### src/rtl/bsg_pkg.sv
// Shared types and constants for the bsg register interface.
// Holds the FSM state encoding, control/status bit indices and offsets.
package bsg_pkg;

    typedef enum logic {
        ST_IDLE,
        ST_RESP
    } state_t;

    localparam int CTRL_TXEN    = 0;
    localparam int CTRL_INTMSK  = 1;
    localparam int CTRL_INTFLAG = 2;
    localparam int STAT_BUSY    = 0;

    localparam int unsigned OFF_CTRL = 0;
    localparam int unsigned OFF_CH0  = 1;

endpackage

### src/rtl/bsg_edge_det.sv
// Registered falling-edge detector for the BUSY status bit.
// fall is high while the previous sample was 1 and the current input is 0.
module bsg_edge_det (
    input  logic clk,
    input  logic rst_n,
    input  logic d,
    output logic fall
);

    logic d_q;

    always_ff @(posedge clk or negedge rst_n) begin
        if (!rst_n) begin
            d_q <= 1'b0;
        end else begin
            d_q <= d;
        end
    end

    assign fall = d_q & ~d;

endmodule

### src/rtl/bsg_reg_if.sv
// Control/channel register block behind a valid/ready bus.
// Every accepted transfer gets a one-cycle rvalid response.
module bsg_reg_if
    import bsg_pkg::*;
#(
    parameter int               DATA_W    = 8,
    parameter int               ADDR_W    = 8,
    parameter int               NUM_CH    = 2,
    parameter logic [ADDR_W-1:0] BASE_ADDR = 8'h10
) (
    input  logic                     clk,
    input  logic                     rst_n,
    input  logic [ADDR_W-1:0]        addr,
    input  logic [DATA_W-1:0]        wdata,
    input  logic                     write,
    input  logic                     valid,
    output logic                     ready,
    output logic [DATA_W-1:0]        rdata,
    output logic                     rvalid,
    output logic                     err,
    output logic [2:0]               ctrl_o,
    input  logic [4:0]               status_i,
    output logic [NUM_CH*DATA_W-1:0] ch_data_o,
    output logic                     tx_start,
    output logic                     irq
);

    state_t            state;
    logic [2:0]        ctrl_q;
    logic [DATA_W-1:0] ch_q [NUM_CH];

    logic              busy;
    logic              fall;
    logic              accept;
    logic              ctrl_hit;
    logic              ch_hit;
    logic              ctrl_wr;
    logic              ch_wr;
    logic              flag_nxt;
    logic              msk_nxt;
    logic [31:0]       offs;
    logic [DATA_W-1:0] rd_val;

    bsg_edge_det u_busy_fall (
        .clk   (clk),
        .rst_n (rst_n),
        .d     (status_i[STAT_BUSY]),
        .fall  (fall)
    );

    // offs wraps for addresses below BASE_ADDR, which then miss both decodes
    always_comb begin
        busy     = status_i[STAT_BUSY];
        offs     = 32'(addr) - 32'(BASE_ADDR);
        ctrl_hit = (offs == OFF_CTRL);
        ch_hit   = (offs >= OFF_CH0) && (offs <= 32'(NUM_CH));
        ready    = (state == ST_IDLE) &&
                   !(valid && write && ch_hit && busy);
        accept   = valid && ready;
        ctrl_wr  = accept && write && ctrl_hit;
        ch_wr    = accept && write && ch_hit;
    end

    always_comb begin
        rd_val = '0;
        if (ctrl_hit) begin
            rd_val[7:0] = {status_i, ctrl_q};
        end
        for (int k = 0; k < NUM_CH; k++) begin
            if (ch_hit && offs == 32'(k) + OFF_CH0) begin
                rd_val = ch_q[k];
            end
        end
    end

    // a BUSY falling edge beats a W1C clear in the same cycle
    always_comb begin
        flag_nxt = ctrl_q[CTRL_INTFLAG];
        if (ctrl_wr && wdata[CTRL_INTFLAG]) begin
            flag_nxt = 1'b0;
        end
        if (fall) begin
            flag_nxt = 1'b1;
        end
        msk_nxt = ctrl_wr ? wdata[CTRL_INTMSK] : ctrl_q[CTRL_INTMSK];
    end

    always_ff @(posedge clk or negedge rst_n) begin
        if (!rst_n) begin
            state    <= ST_IDLE;
            rvalid   <= 1'b0;
            rdata    <= '0;
            err      <= 1'b0;
            tx_start <= 1'b0;
            ctrl_q   <= '0;
            irq      <= 1'b0;
            for (int k = 0; k < NUM_CH; k++) begin
                ch_q[k] <= '0;
            end
        end else begin
            ctrl_q[CTRL_INTFLAG] <= flag_nxt;
            ctrl_q[CTRL_INTMSK]  <= msk_nxt;
            irq                  <= flag_nxt & msk_nxt;
            tx_start <= ctrl_wr && wdata[CTRL_TXEN] &&
                        !ctrl_q[CTRL_TXEN] && !busy;
            if (ctrl_wr) begin
                ctrl_q[CTRL_TXEN] <= wdata[CTRL_TXEN];
            end
            for (int k = 0; k < NUM_CH; k++) begin
                if (ch_wr && offs == 32'(k) + OFF_CH0) begin
                    ch_q[k] <= wdata;
                end
            end
            rvalid <= 1'b0;
            rdata  <= '0;
            err    <= 1'b0;
            unique case (state)
                ST_IDLE: begin
                    if (accept) begin
                        state  <= ST_RESP;
                        rvalid <= 1'b1;
                        err    <= !(ctrl_hit || ch_hit);
                        rdata  <= write ? '0 : rd_val;
                    end
                end
                ST_RESP: begin
                    state <= ST_IDLE;
                end
                default: begin
                    state <= ST_IDLE;
                end
            endcase
        end
    end

    assign ctrl_o = ctrl_q;

    for (genvar k = 0; k < NUM_CH; k++) begin : g_ch
        assign ch_data_o[k*DATA_W +: DATA_W] = ch_q[k];
    end

endmodule

### config.mk
export PLATFORM = sky130hd
export DESIGN_NAME = bsg_reg_if
export DESIGN_NICKNAME = d
export VERILOG_FILES = /design/src/rtl/bsg_pkg.sv /design/src/rtl/bsg_edge_det.sv /design/src/rtl/bsg_reg_if.sv
export SDC_FILE = /design/constraint.sdc
export NUM_CORES = 1
export LEC_CHECK = 0
export BUFFER_PORTS_ARGS = -buffer_cell sky130_fd_sc_hd__buf_2
export CORE_ASPECT_RATIO = 1.1
export CORE_MARGIN = 2
export CORE_UTILIZATION = 43
export DETAILED_ROUTE_END_ITERATION = 16
export PLACE_DENSITY = 0.77
export SKIP_LAST_GASP = 1
export SYNTH_ARGS = -nofsm -noshare
export SYNTH_HDL_FRONTEND = slang
export SYNTH_SLANG_ARGS = --single-unit
### constraint.sdc
create_clock -name clk -period 1.4 [get_ports clk]
set_clock_uncertainty 0.2 [all_clocks]
set_input_delay 0.28 -clock clk [delete_from_list [all_inputs] [get_ports clk]]
set_output_delay 0.28 -clock clk [all_outputs]
set_load 0.1 [all_outputs]
==> out/results.txt <==
Mapped Cells -> 113
Static leakage -> 1.35 nW
Yosys cell types -> 24
Area growth syn-to-layout -> 97.3%
Vias post-DR -> 1416
Pwr dens -> 754 nW/um^2
Synth top area cells -> dfrtp_1 (56%), mux2_2 (14%), mux2i_1 (6.3%)
Most frequent cell after synthesis -> dfrtp_1
Cts bufs inserted -> 5
Fin worst setup slack -> -0.366 ns
Port Buffers -> 56
CP endpoint kind -> flop
Area leader, netlist -> dfrtp_1
Syn_nets -> 138
Setup crit start -> rvalid
Starting Density -> 43.9%
Worst path required time -> 1.43 ns
Mapped cell area -> 1440 sq um
Final setup vio count -> 54
EDFF count, synth -> 0
Top_reg_cell synth -> dfrtp_1
Max Freq -> 566 MHz
Logic gate share of total power -> 18.3%
CP Launch Type -> flop
RR Startpoint -> rvalid
Synth top cells by count -> dfrtp_1 (32), mux2_2 (18), a21oi_1 (9), mux2i_1 (9), nand2_1 (9)
Via density -> 5.51
Worst-Margin Slew -> 0.417 ns
Avg Inst Size Synth -> 12.7 sq um
CP Max Fanout -> 4
Post-synth ARST share -> 100%
Max-Cap Viols -> 0
Sequential share of the synthesized area -> 55.7%
Sw Share -> 26.1%
Grt ovf -> 0
DRT Wirelength -> 5230 um
# diodes -> 0
Reg2reg end -> ctrl_o[0]
DP Wirelength -> 2810 um
Clk pin slew, worst setup/hold paths -> 0.11 ns
IO Count -> 57
Die area -> 3820 sq um
Top cell type's share of synthesized area -> 55.7%
Largest net degree at the start of global routing -> 33
Clock buffer depth -> 2
Post-route DRC violation count -> 0
Synthesis warning total -> 0
DIE WIDTH -> 59.1 um
Slew margin rel. -> 72.2%
Final ANT Viol Nets -> 0
Clk root buf -> clkbuf_4
Initial DRC count -> 60
Sequential share of power -> 44.4%
Core Area -> 3280 sq um
Hold Fails Final Rpt -> 0
Yosys reg bits -> 32
Final instance area -> 2830 sq um
P_int -> 1.58 mW
Global routing usage on met3 -> 6.39%
Switch Pwr -> 0.559 mW
Failing checks -> negative setup slack
Gr busiest metal -> met2
Hold Path Class -> in -> reg
First-pass DRT Iterations -> 4
Clock latency at the later pin of the worst-skew pair -> 0.34 ns
Reg2Reg Setup Slack -> -0.37 ns
Share of layout cells above drive strength 1 -> 71.5%
Cell row count -> 22
Clock power share -> 37.3%
Number of global-route vias before repair -> 1493
Placed Area -> 2430 sq um
GRT Overall Usage -> 27.2%
Met1 usage -> 32.0%
R2R cell count -> 5
Die Y -> 64.6 um
Setup crit end -> ctrl_o[0]
Final #Nets -> 245
Placer Congestion -> 0.756
Unrepaired setup endpoints after global routing -> true
Outcome -> finished, violations left
Final Max Slew Viols -> 0
Crit path DAT -> 1.80 ns
Initial antenna violation count -> 0
Final Cycle Share -> 126%
Max rail drop VDD -> 0.688 mV
WL/cell -> 20.4 um
CTS HTree Levels -> 2
Grt met2 use -> 46.5%
CTS Sinks -> 32
First-pass GRT wire length -> 7560 um
Total chip power -> 2.14 mW
Min Tclk post-route -> 1.77 ns
Min Hold Slack -> 0.0207 ns
CP Class -> reg -> reg
CTS tree -> built
[critical path, cell delays in order (launching register included)]
cell and delay [ns]:
dfrtp_4 0.49, buf_6 0.14, buf_6 0.11, nor2b_4 0.11
nand4_1 0.23, mux2_4 0.37
[layer usage]
metal / vias up / part of all wire [%]
li1: 624 / -
met1: 710 / 38
met4: 0 / 3.9
met3: 19 / 4.4
met5: - / 0
met2: 63 / 53
[final cells by class]
class,instances,area [sq um]
Sequential cell,32,818
Multi-Input combinational cell,78,711
Timing Repair Buffer,103,1160
Tap cell,36,45.0
Clock buffer,7,65.1
Fill cell,136,442
Clock inverter,1,30.0
[metrics by stage]
step                      TNS, ns  setup WS, ns  cells  utilization [%]
final                       -9.65        -0.366    257             86.5
after global routing       -11.36        -0.392    257             86.5
after CTS                   -8.36        -0.352    253             84.3
after detailed placement    -9.02        -0.385    220             74.1
after global placement      -7.53        -0.314    220             74.1
after floorplan             -9.16        -0.474    113                -
[how the worst min path moves through the flow]
stage | start | to | slack [ns] | cells after the start
global route | wdata[2] | ch_data_o[2] | 0.02 | 2
detailed placement | rst_n | tx_start | 0.12 | 2
global placement | rst_n | tx_start | 0.11 | 2
floorplan | rst_n | ch_data_o[0] | -0.22 | 0
CTS | status_i[0] | u_busy_fall.d_q | 0.004 | 2
finish | wdata[2] | ch_data_o[10] | 0.02 | 2
[timing repair]
action | in CTS | in global routing
endpoints found under the hold margin | 38 | 3
buffers inserted | 21 | 2
hold buffers | 4 | 2
pin swaps | 5 | 3
resized for setup | 8 | 9
gates cloned | 0 | 0
setup endpoints to repair | 53 | 61
[layout by cell type, fill, tap and decap left out, types with 2 or more instances in the layout]
master         instances
nand4_1                3
buf_4                 36
dfrtp_1               20
nand2_1                9
clkbuf_8               2
buf_12                34
clkbuf_4               5
nand4_4                2
mux2_2                17
nor2_1                 2
buf_2                 24
nor2b_1                4
or2_2                  8
mux2i_1                9
dfrtp_2               11
o21ai_0                2
buf_6                  3
a21oi_4                2
dlygate4sd3_1          6
a21oi_2                7
[power groups by stage]
stage | Combinational [mW] | Clock, mW | Sequential, mW
finish | 0.390 | 0.798 | 0.950
global route | 0.408 | 0.861 | 0.951
CTS | 0.368 | 0.792 | 0.949
detailed placement | 0.331 | 0 | 0.969
global placement | 0.323 | 0 | 0.968
floorplan | 0.0813 | 0 | 1.05
[flip-flops by register name, indices dropped and copies added (netlist names)]
register,flops
ch_data_o,16
rdata,8
ctrl_o,3
err,1
irq,1
rvalid,1
tx_start,1
u_busy_fall.d_q,1
[logic make-up (layout without fill, tap and decap cells)]
family,after synthesis,count (layout),synth area share [%]
mux,27,27,20.4
simple gates,37,37,17.4
compound gates,14,14,5.58
flops,32,32,55.7
buf+inv,3,111,0.871
(Power assumes the default switching activity.)
